<file path="config.mk">
export PLATFORM = sky130hd
export DESIGN_NAME = imem_fetch_ctrl_flat
export DESIGN_NICKNAME = d
export VERILOG_FILES = /design/src/rtl/imem_fetch_ctrl_if.sv /design/src/rtl/imem_fetch_ctrl.sv /design/src/flat_wrapper.sv
export SDC_FILE = /design/constraint.sdc
export NUM_CORES = 1
export LEC_CHECK = 0
export CORE_MARGIN = 10
export CORE_UTILIZATION = 47
export DETAILED_ROUTE_END_ITERATION = 6
export GPL_ROUTABILITY_DRIVEN = 0
export PLACE_DENSITY = 0.77
export SLEW_MARGIN = 30
export SYNTH_ARGS = -nofsm -noshare
export SYNTH_HDL_FRONTEND = slang
export SYNTH_SLANG_ARGS = --single-unit
</file>
<file path="constraint.sdc">
create_clock -name clk -period 3.6 [get_ports clk]
set_input_delay 0.54 -clock clk [delete_from_list [all_inputs] [get_ports clk]]
set_output_delay 0.54 -clock clk [all_outputs]
set_load 0.1 [all_outputs]
</file>
<file path="src/rtl/imem_fetch_ctrl_if.sv">
// Bus bundle for imem_fetch_ctrl: instruction memory, decode queue head,
// redirect from execute, fault flag and the debug read port.
interface imem_fetch_ctrl_if;
  logic [31:0] imem_addr;
  logic [31:0] imem_data;
  logic        inst_valid;
  logic        inst_ready;
  logic [31:0] inst_word;
  logic [31:0] inst_pc;
  logic        redirect_valid;
  logic [31:0] redirect_pc;
  logic        fault;
  logic        dbg_req;
  logic [31:0] dbg_addr;
  logic        dbg_gnt;
  logic        dbg_rvalid;
  logic [31:0] dbg_rdata;

  modport master (
    output imem_addr,
    input  imem_data,
    output inst_valid,
    input  inst_ready,
    output inst_word,
    output inst_pc,
    input  redirect_valid,
    input  redirect_pc,
    output fault,
    input  dbg_req,
    input  dbg_addr,
    output dbg_gnt,
    output dbg_rvalid,
    output dbg_rdata
  );

  modport slave (
    input  imem_addr,
    output imem_data,
    input  inst_valid,
    output inst_ready,
    input  inst_word,
    input  inst_pc,
    output redirect_valid,
    output redirect_pc,
    input  fault,
    output dbg_req,
    output dbg_addr,
    input  dbg_gnt,
    input  dbg_rvalid,
    input  dbg_rdata
  );
endinterface

</file>
<file path="src/rtl/imem_fetch_ctrl.sv">
// Instruction-fetch sequencer: PC, 2-entry decode queue, redirects and
// fetch/debug arbitration. Debug read port enabled by IMEM_DBG_PORT_EN.
//
// state    | meaning
// ST_RUN   | fetching sequentially into the queue
// ST_FAULT | stopped on an illegal fetch address, queue still drains
module imem_fetch_ctrl #(
  parameter logic [31:0] RESET_PC  = 32'h0000_0000,
  parameter int          MEM_WORDS = 51
) (
  input  logic             clk,
  input  logic             rst_n,
  imem_fetch_ctrl_if.master bus
);

  localparam logic [31:0] LAST_ADDR = 32'(4 * MEM_WORDS - 4);

  typedef enum logic {ST_RUN, ST_FAULT} state_t;

  state_t      state_q, state_n;
  logic [31:0] fetch_pc_q, fetch_pc_n;
  logic [31:0] q_pc_q   [2];
  logic [31:0] q_word_q [2];
  logic [31:0] q_pc_n   [2];
  logic [31:0] q_word_n [2];
  logic [1:0]  count_q, count_n;
  logic        pop;
  logic        slot_free;
  logic        fetch_req;
  logic        push;
  logic        dbg_gnt;

  function automatic logic addr_legal(input logic [31:0] a);
    return (a[1:0] == 2'b00) && (a <= LAST_ADDR);
  endfunction

  assign bus.inst_valid = (count_q != 2'd0);
  assign bus.inst_word  = q_word_q[0];
  assign bus.inst_pc    = q_pc_q[0];
  assign bus.fault      = (state_q == ST_FAULT);

  assign pop       = bus.inst_valid && bus.inst_ready;
  assign slot_free = ((count_q - {1'b0, pop}) != 2'd2);
  assign fetch_req = (state_q == ST_RUN) && slot_free && !bus.redirect_valid;

`ifdef IMEM_DBG_PORT_EN
  logic        last_dbg_q;
  logic        dbg_rvalid_q;
  logic [31:0] dbg_rdata_q;

  // On contention the side that did not win last time gets the memory.
  assign dbg_gnt = bus.dbg_req && (!fetch_req || !last_dbg_q);

  always_ff @(posedge clk) begin
    if (!rst_n) begin
      last_dbg_q   <= 1'b1;
      dbg_rvalid_q <= 1'b0;
      dbg_rdata_q  <= 32'h0;
    end else begin
      dbg_rvalid_q <= dbg_gnt;
      if (dbg_gnt) begin
        dbg_rdata_q <= bus.imem_data;
        last_dbg_q  <= 1'b1;
      end else if (fetch_req) begin
        last_dbg_q  <= 1'b0;
      end
    end
  end

  assign bus.dbg_rvalid = dbg_rvalid_q;
  assign bus.dbg_rdata  = dbg_rdata_q;
`else
  assign dbg_gnt        = 1'b0;
  assign bus.dbg_rvalid = 1'b0;
  assign bus.dbg_rdata  = 32'h0;
`endif

  assign bus.dbg_gnt   = dbg_gnt;
  assign bus.imem_addr = dbg_gnt ? bus.dbg_addr : fetch_pc_q;

  always_ff @(posedge clk) begin
    if (!rst_n) begin
      state_q    <= ST_RUN;
      fetch_pc_q <= RESET_PC;
    end else begin
      state_q    <= state_n;
      fetch_pc_q <= fetch_pc_n;
    end
  end

  always_comb begin
    state_n    = state_q;
    fetch_pc_n = fetch_pc_q;
    push       = 1'b0;
    case (state_q)
      ST_RUN: begin
        if (fetch_req && !dbg_gnt) begin
          if (addr_legal(fetch_pc_q)) begin
            push       = 1'b1;
            fetch_pc_n = fetch_pc_q + 32'd4;
          end else begin
            state_n = ST_FAULT;
          end
        end
      end
      ST_FAULT: state_n = ST_FAULT;
      default:  state_n = ST_RUN;
    endcase
    if (bus.redirect_valid) begin
      fetch_pc_n = bus.redirect_pc;
      state_n    = addr_legal(bus.redirect_pc) ? ST_RUN : ST_FAULT;
    end
  end

  // Empty slots are kept at zero so the head reads 0 when the queue is empty.
  always_comb begin
    q_pc_n   = q_pc_q;
    q_word_n = q_word_q;
    count_n  = count_q;
    if (pop) begin
      q_pc_n[0]   = q_pc_q[1];
      q_word_n[0] = q_word_q[1];
      q_pc_n[1]   = 32'h0;
      q_word_n[1] = 32'h0;
      count_n     = count_q - 2'd1;
    end
    if (push) begin
      if (count_n == 2'd0) begin
        q_pc_n[0]   = fetch_pc_q;
        q_word_n[0] = bus.imem_data;
      end else begin
        q_pc_n[1]   = fetch_pc_q;
        q_word_n[1] = bus.imem_data;
      end
      count_n = count_n + 2'd1;
    end
    if (bus.redirect_valid) begin
      q_pc_n[0]   = 32'h0;
      q_pc_n[1]   = 32'h0;
      q_word_n[0] = 32'h0;
      q_word_n[1] = 32'h0;
      count_n     = 2'd0;
    end
  end

  always_ff @(posedge clk) begin
    if (!rst_n) begin
      count_q     <= 2'd0;
      q_pc_q[0]   <= 32'h0;
      q_pc_q[1]   <= 32'h0;
      q_word_q[0] <= 32'h0;
      q_word_q[1] <= 32'h0;
    end else begin
      count_q     <= count_n;
      q_pc_q[0]   <= q_pc_n[0];
      q_pc_q[1]   <= q_pc_n[1];
      q_word_q[0] <= q_word_n[0];
      q_word_q[1] <= q_word_n[1];
    end
  end

endmodule

</file>
<file path="src/flat_wrapper.sv">
// flat-port wrapper written by rule: the top's interface ports become plain ports
module imem_fetch_ctrl_flat 
#(
  parameter logic [31:0] RESET_PC  = 32'h0000_0000,
  parameter int          MEM_WORDS = 51
)
  (clk, rst_n, bus_imem_addr, bus_imem_data, bus_inst_valid, bus_inst_ready, bus_inst_word, bus_inst_pc, bus_redirect_valid, bus_redirect_pc, bus_fault, bus_dbg_req, bus_dbg_addr, bus_dbg_gnt, bus_dbg_rvalid, bus_dbg_rdata);
  imem_fetch_ctrl_if bus_i ();
  input  logic clk;
  input  logic rst_n;
  output wire logic [$bits(bus_i.imem_addr)-1:0] bus_imem_addr;
  input wire logic [$bits(bus_i.imem_data)-1:0] bus_imem_data;
  output wire logic [$bits(bus_i.inst_valid)-1:0] bus_inst_valid;
  input wire logic [$bits(bus_i.inst_ready)-1:0] bus_inst_ready;
  output wire logic [$bits(bus_i.inst_word)-1:0] bus_inst_word;
  output wire logic [$bits(bus_i.inst_pc)-1:0] bus_inst_pc;
  input wire logic [$bits(bus_i.redirect_valid)-1:0] bus_redirect_valid;
  input wire logic [$bits(bus_i.redirect_pc)-1:0] bus_redirect_pc;
  output wire logic [$bits(bus_i.fault)-1:0] bus_fault;
  input wire logic [$bits(bus_i.dbg_req)-1:0] bus_dbg_req;
  input wire logic [$bits(bus_i.dbg_addr)-1:0] bus_dbg_addr;
  output wire logic [$bits(bus_i.dbg_gnt)-1:0] bus_dbg_gnt;
  output wire logic [$bits(bus_i.dbg_rvalid)-1:0] bus_dbg_rvalid;
  output wire logic [$bits(bus_i.dbg_rdata)-1:0] bus_dbg_rdata;
  assign bus_imem_addr = bus_i.imem_addr;
  assign bus_i.imem_data = bus_imem_data;
  assign bus_inst_valid = bus_i.inst_valid;
  assign bus_i.inst_ready = bus_inst_ready;
  assign bus_inst_word = bus_i.inst_word;
  assign bus_inst_pc = bus_i.inst_pc;
  assign bus_i.redirect_valid = bus_redirect_valid;
  assign bus_i.redirect_pc = bus_redirect_pc;
  assign bus_fault = bus_i.fault;
  assign bus_i.dbg_req = bus_dbg_req;
  assign bus_i.dbg_addr = bus_dbg_addr;
  assign bus_dbg_gnt = bus_i.dbg_gnt;
  assign bus_dbg_rvalid = bus_i.dbg_rvalid;
  assign bus_dbg_rdata = bus_i.dbg_rdata;
  imem_fetch_ctrl #(.RESET_PC(RESET_PC), .MEM_WORDS(MEM_WORDS)) u_core (.clk(clk), .rst_n(rst_n), .bus(bus_i));
endmodule
</file>
==> flow_summary.json, run 1 <==
{
  "outcome": "complete, no violations",
  "total_negative_slack_for_setup_checks_ps": 0,
  "skew_ps": 8.89,
  "synth.yosys.seq_area_share": 0.452,
  "cp-start-kind": "register",
  "drv_cap": 0,
  "synthDominantCellAreaShare": 0.452,
  "syn-mean-instance-area_um2": 9.24,
  "htreeDepth": 4,
  "detailedRoute.firstIterationViolations": 259,
  "cp_slowest_cell": "sky130_fd_sc_hd__or4b_4",
  "first_global_vias": 5260,
  "critical_path_class": "register to register",
  "tritoncts": "yes",
  "detailroute.via_count": 5367,
  "postSynthRegisterBits": 163,
  "power-per-cell-area_nw_per_um2": 472,
  "hold_path_depth": 2,
  "crit_end": "u_core.bus.inst_word[2]",
  "cts_made_buffers": 17,
  "synthArstFlopShare": 0,
  "placed_wire_length_estimate_um": 11800,
  "critPathMaxStageDelay_ps": 610,
  "finalMaxSlewViolations": 0,
  "cts_resized": 0,
  "critical_path.reg2reg.startpoint": "u_core.count_q[0]",
  "cts.sink_count": 163,
  "power.leakage_uw": 0.00313,
  "drive_above_1_share": 0.102,
  "cts_post_setup_buffers_inserted": 0,
  "die_height_um": 144,
  "core_footprint_um2": 15100,
  "post-route-min-period_ps": 3140,
  "critPathLaunch": "u_core.count_q[0]",
  "pin_count": 233,
  "netlist_top_cells_area": "sky130_fd_sc_hd__dfxtp_1 (45%), sky130_fd_sc_hd__buf_4 (10%), sky130_fd_sc_hd__mux2i_1 (9.0%)",
  "detail_routed_net_length_per_standard_cell_um": 16.3,
  "clkLatencyLatePin_ps": 410,
  "regToRegSetupSlack_ps": 460,
  "post_cts_hold_buffer_count": 0,
  "ff2ff_path_depth": 13,
  "drt_pre_antenna_iters": 4,
  "synth_cell_types": 45,
  "number_of_antenna_violations_at_the_first_check_in_global_routing": 0,
  "yosysMostFrequentCell": "sky130_fd_sc_hd__dfxtp_1",
  "area_growth_pct": 25.1,
  "synth.top_cells.by_count": "sky130_fd_sc_hd__dfxtp_1 (163), sky130_fd_sc_hd__buf_4 (98), sky130_fd_sc_hd__nand2_1 (93)",
  "crit_arrival_ps": 3430,
  "critical_path.cell_chain": "inv_1 -> ha_1 -> clkinvlp_4 -> nand2_2 -> clkinv_2 -> ha_4 -> ha_1 -> inv_1 -> a2111oi_0 -> or4b_4 -> buf_12 -> nor2_1 -> a211oi_2",
  "num_antenna_cells": 0,
  "setup_viol": 0,
  "required_worst_endpoint_ps": 3890,
  "nets": 969,
  "postSynth.topFlopCell": "sky130_fd_sc_hd__dfxtp_1",
  "synth_edf_count": 0,
  "routed_wire_length_um": 17300,
  "critical_path.max_fanout": 57,
  "slew-limit-headroom": 0.308,
  "die_w_um": 144,
  "worst_hold_slack_ps": 445,
  "hp-class": "register to register",
  "grt_pass1_wl_um": 27000,
  "synth_area_um2": 7230,
  "grt_max_degree": 65,
  "timing.critical_path.to_type": "register",
  "floorplan.die_area_um2": 20700,
  "synthesis.yosys.warnings": 0,
  "worst_ir_drop_vdd_v": 0.000313,
  "fin_crit_sh": 0.873,
  "tightest_slew_ps": 1030,
  "grt_overflow": 0,
  "drcViolationCount": 0,
  "route.antenna.remaining_nets": 0,
  "maxClockFrequency_mhz": 318,
  "max-clock-path-buffers": 2,
  "clkSlewWorstSetupHoldPaths_ps": 60,
  "gr-usage-all-layers": 0.162,
  "initial_core_util": 0.477,
  "finalHoldViolations": 0,
  "synth_top_cell_by_area": "sky130_fd_sc_hd__dfxtp_1",
  "worst_r2r_endpoint": "u_core.bus.inst_word[2]",
  "clockRootBuffer": "sky130_fd_sc_hd__clkbuf_16",
  "portBuffers": 165,
  "post_synth_inst_count": 782,
  "floorplan.rows": 45,
  "vias_per_cell": 5.05,
  "unrepaired_setup_endpoints_after_global_routing": "no"
}
==> kinds of logic (layout without fill, tap and decap cells) <==
logic type | after synthesis | after routing | share of synthesized area
simple gates | 259 | 259 | 0.177
buf+inv | 160 | 220 | 0.140
other cells | 1 | 34 | 0.000519
compound gates | 126 | 126 | 0.128
mux | 65 | 65 | 0.0900
fa+ha+maj | 5 | 5 | 0.00866
flops | 163 | 163 | 0.452
xor+xnor | 3 | 3 | 0.00364
==> power breakdown <==
group	leakage [uW]	switching (uW)	internal, uW
Clock	0.000292	696	1140
Sequential	0.00132	26.3	1830
Combinational	0.00152	428	147
==> per-layer routing <==
layer | share of wire | global-route usage
met4 | 0.0088 | 0.0505
met5 | 0 | 0
met2 | 0.50 | 0.274
met3 | 0.071 | 0.0541
met1 | 0.42 | 0.189
==> through the flow <==
step	worst slack [ps]	instances	cell area, um2	power (uW)	util
4_1_cts	414	1063	9040	4300	0.597
6_report	459	1063	9040	4270	0.597
5_1_grt	236	1063	9040	4400	0.597
3_3_place_gp	249	1032	8440	2470	0.557
3_5_place_dp	248	1032	8440	2470	0.557
2_1_floorplan	14.8	815	7370	2340	-
==> cell type report <==
class / count / area (um2)
sequential: 163 / 3260
tap: 188 / 235
clock buffer: 22 / 474
inverter: 10 / 42.5
clock inverter: 9 / 129
timing repair buffer: 179 / 1790
fill: 1354 / 6100
multi-input combinational: 492 / 3110
==> sequential cells by signal, indices dropped and copies added (netlist names) <==
register / cells
u_core.bus.fault: 1
u_core.count_q: 2
u_core.q_word_q: 32
u_core.bus.inst_word: 32
u_core.bus.imem_addr: 32
u_core.bus.inst_pc: 32
u_core.q_pc_q: 32
==> worst min-delay path by stage <==
stage	startpoint	end	slack, ps
floorplan	u_core.q_pc_q[0]	u_core.bus.inst_pc[0]	430
CTS	u_core.q_pc_q[20]	u_core.bus.inst_pc[20]	450
finish	u_core.q_pc_q[15]	u_core.bus.inst_pc[15]	440
detailed placement	u_core.q_pc_q[20]	u_core.bus.inst_pc[20]	440
global route	u_core.q_pc_q[17]	u_core.bus.inst_pc[17]	470
global placement	u_core.q_pc_q[23]	u_core.bus.inst_pc[23]	430
==> layout by cell type (no fill, tap or decap), drive strengths merged, types with 27 or more instances in the layout <==
| cell | Yosys | routed |
|---|---|---|
| a21oi | 68 | 68 |
| conb | 1 | 34 |
| a211oi | 38 | 38 |
| nor2b | 28 | 28 |
| and2 | 27 | 27 |
| nor2 | 41 | 41 |
| mux2i | 65 | 65 |
| dfxtp | 163 | 163 |
| nand3 | 43 | 43 |
| nand2 | 93 | 93 |
| clkdlybuf4s50 | 0 | 163 |
==> worst max-delay path, delay by kind of cell (launching register included) <==
family | cells | cell delay, ps
AOI/OAI and AO/OA | 2 | 330
adders and majority gates | 3 | 760
buffers and inverters | 5 | 710
DFF | 1 | 290
and+or+nand+nor | 3 | 870
(Power assumes the default switching activity.)
==> run 2, diff against run 1 <==
- CORE_UTILIZATION: 47 -> 50
- CTS_CLUSTER_SIZE: unset -> 8
- DONT_BUFFER_PORTS: unset -> 1
- PLACE_DENSITY: 0.77 -> 0.61
==> run 2 against run 1 <==
Against the previous run:
- clock power grew 8%
- global-route usage shrank 0.52 points
- sequential share of layout area grew 6.6 points
- highest routed layer unchanged
==> flow_summary.json, run 2 (synthesized netlist as in run 1, its figures left out) <==
{
  "outcome": "complete, no violations",
  "num_antenna_cells": 0,
  "final_cell_mix": "sky130_fd_sc_hd__dfxtp_1 (163), sky130_fd_sc_hd__nand2_1 (91), sky130_fd_sc_hd__a21oi_1 (68)",
  "crit_arrival_ps": 3360,
  "pin_count": 233,
  "core_footprint_um2": 14000,
  "cp-start-kind": "register",
  "hold_path_depth": 2,
  "dp_cells": 884,
  "worst_hold_startpoint": "bus_imem_data[11]",
  "power.share.clock": 0.461,
  "cts.sink_count": 163,
  "floorplan.die_area_um2": 19700,
  "clockRootBuffer": "sky130_fd_sc_hd__clkbuf_16",
  "tightest_slew_ps": 1030,
  "first_global_vias": 4753,
  "post-route-min-period_ps": 3070,
  "initial_core_util": 0.515,
  "worst_r2r_endpoint": "u_core.bus.inst_word[23]",
  "critPathMaxStageDelay_ps": 690,
  "nets": 831,
  "clkSlewWorstSetupHoldPaths_ps": 60,
  "net-switching-power_uw": 1130,
  "critPathTopFamily": "simple AND/OR/NAND/NOR gates",
  "detail_routed_net_length_per_standard_cell_um": 17.7,
  "most_common_library_cell_in_the_layout_ignoring_fill_and_taps": "sky130_fd_sc_hd__dfxtp_1",
  "tritoncts": "yes",
  "critical_path.cell_chain": "inv_1 -> ha_1 -> clkinvlp_4 -> nand2_2 -> clkinv_2 -> ha_4 -> ha_1 -> inv_1 -> a2111oi_0 -> or4b_4 -> buf_16 -> nor2_1 -> a211oi_2",
  "gr-usage-all-layers": 0.156,
  "drcViolationCount": 0,
  "slew-limit-headroom": 0.310,
  "power.leakage_uw": 0.00270,
  "unrepaired_setup_endpoints_after_global_routing": "no",
  "max-clock-path-buffers": 2,
  "grt_max_degree": 79,
  "critical_path.max_fanout": 53,
  "cts_post_setup_buffers_inserted": 0,
  "netSwitchingFraction": 0.263,
  "die_w_um": 140,
  "cp_slowest_cell": "sky130_fd_sc_hd__or4b_4",
  "total_negative_slack_for_setup_checks_ps": 0,
  "grt_overflow": 0,
  "postLayoutCoreUtil": 0.545,
  "skew_ps": 17.0,
  "cts_resized": 0,
  "power-per-cell-area_nw_per_um2": 563,
  "detailedRoute.firstIterationViolations": 255,
  "finalMaxSlewViolations": 0,
  "hp-class": "input pin to register",
  "p_int_uw": 3170,
  "portBuffers": 0,
  "grt_pass1_wl_um": 25300,
  "regToRegSetupSlack_ps": 530,
  "critical_path_buf_inv_count": 5,
  "ff2ff_path_depth": 13,
  "critical_path.reg2reg.startpoint": "u_core.count_q[0]",
  "routed_wire_length_um": 16200,
  "detailroute.via_count": 4912,
  "drv_cap": 0,
  "setup_viol": 0,
  "vias_per_cell": 5.35,
  "worst_ir_drop_vdd_v": 0.000304,
  "floorplan.rows": 43,
  "number_of_antenna_violations_at_the_first_check_in_global_routing": 0,
  "timing.critical_path.to_type": "register",
  "route.antenna.remaining_nets": 0,
  "post_cts_hold_buffer_count": 0,
  "final_cell_count_without_fillers": 918,
  "whs_endpoint": "u_core.q_word_q[11]",
  "critical_path_class": "register to register",
  "power.share.combinational": 0.109,
  "maxClockFrequency_mhz": 326,
  "cts_made_buffers": 17,
  "finalHoldViolations": 0,
  "area_growth_pct": 5.85,
  "required_worst_endpoint_ps": 3890,
  "drt_pre_antenna_iters": 5,
  "die_height_um": 140,
  "drive_above_1_share": 0.157,
  "fin_crit_sh": 0.853,
  "seq_power_share": 0.430,
  "htreeDepth": 4,
  "clkLatencyLatePin_ps": 430,
  "placed_wire_length_estimate_um": 10900
}
[run 2: cell types whose count changed in the layout (fill, tap and decap cells not counted), moves of 2 or more]
cell / delta
sky130_fd_sc_hd__clkinv_4: +2
sky130_fd_sc_hd__buf_12: -2
sky130_fd_sc_hd__bufinv_16: +2
sky130_fd_sc_hd__buf_4: +27
sky130_fd_sc_hd__clkdlybuf4s50_1: -163
[run 2: metal layers]
| layer | global-route usage | part of all wire | vias up |
|---|---|---|---|
| met5 | 0 | 0 | - |
| met4 | 0.0614 | 0.024 | 0 |
| met3 | 0.0794 | 0.10 | 30 |
| met2 | 0.239 | 0.45 | 168 |
| met1 | 0.182 | 0.42 | 2302 |
| li1 | - | - | 2412 |
[run 2: power groups by stage]
stage	logic, uW	registers [uW]	clock network [uW]
after floorplan	288	2050	0
after global placement	458	1890	0
after detailed placement	463	1890	0
after CTS	464	1850	2020
after global routing	484	1850	2100
final	467	1850	1990
[run 2: area by class of cell]
cell class                      count  area, um2
Clock inverter                     12        203
Clock buffer                       20        457
Tap cell                          180        225
Inverter                           10       42.5
Sequential cell                   163       3260
Timing Repair Buffer               41        340
Fill cell                        1263       6390
Multi-Input combinational cell    492       3120
[run 2: how the worst max path moves through the flow]
stage                     depth (start not counted)                  endpoint  slack [ps]              start
after floorplan                                  17  u_core.bus.inst_word[19]          10  u_core.count_q[0]
final                                            13  u_core.bus.inst_word[23]         530  u_core.count_q[0]
after CTS                                        12   u_core.bus.inst_word[2]         380  u_core.count_q[0]
after global routing                             13  u_core.bus.inst_word[10]         300  u_core.count_q[0]
after global placement                           12   u_core.bus.inst_word[1]         500  u_core.count_q[0]
after detailed placement                         12   u_core.bus.inst_word[2]         440  u_core.count_q[0]
[run 2: stage by stage]
step	power, uW	setup WS [ps]	hold WS [ps]	cell area, um2
2_1_floorplan	2340	14.8	427	7370
3_3_place_gp	2350	499	435	6940
3_5_place_dp	2360	441	441	6940
4_1_cts	4340	380	232	7600
5_1_grt	4440	298	227	7650
6_report	4310	531	245	7650
==> run 3, diff against run 2 <==
- SKIP_LAST_GASP: unset -> 1
==> results of run 3 <==
The final DEF is identical to that of run 2; final timing and power are the same.
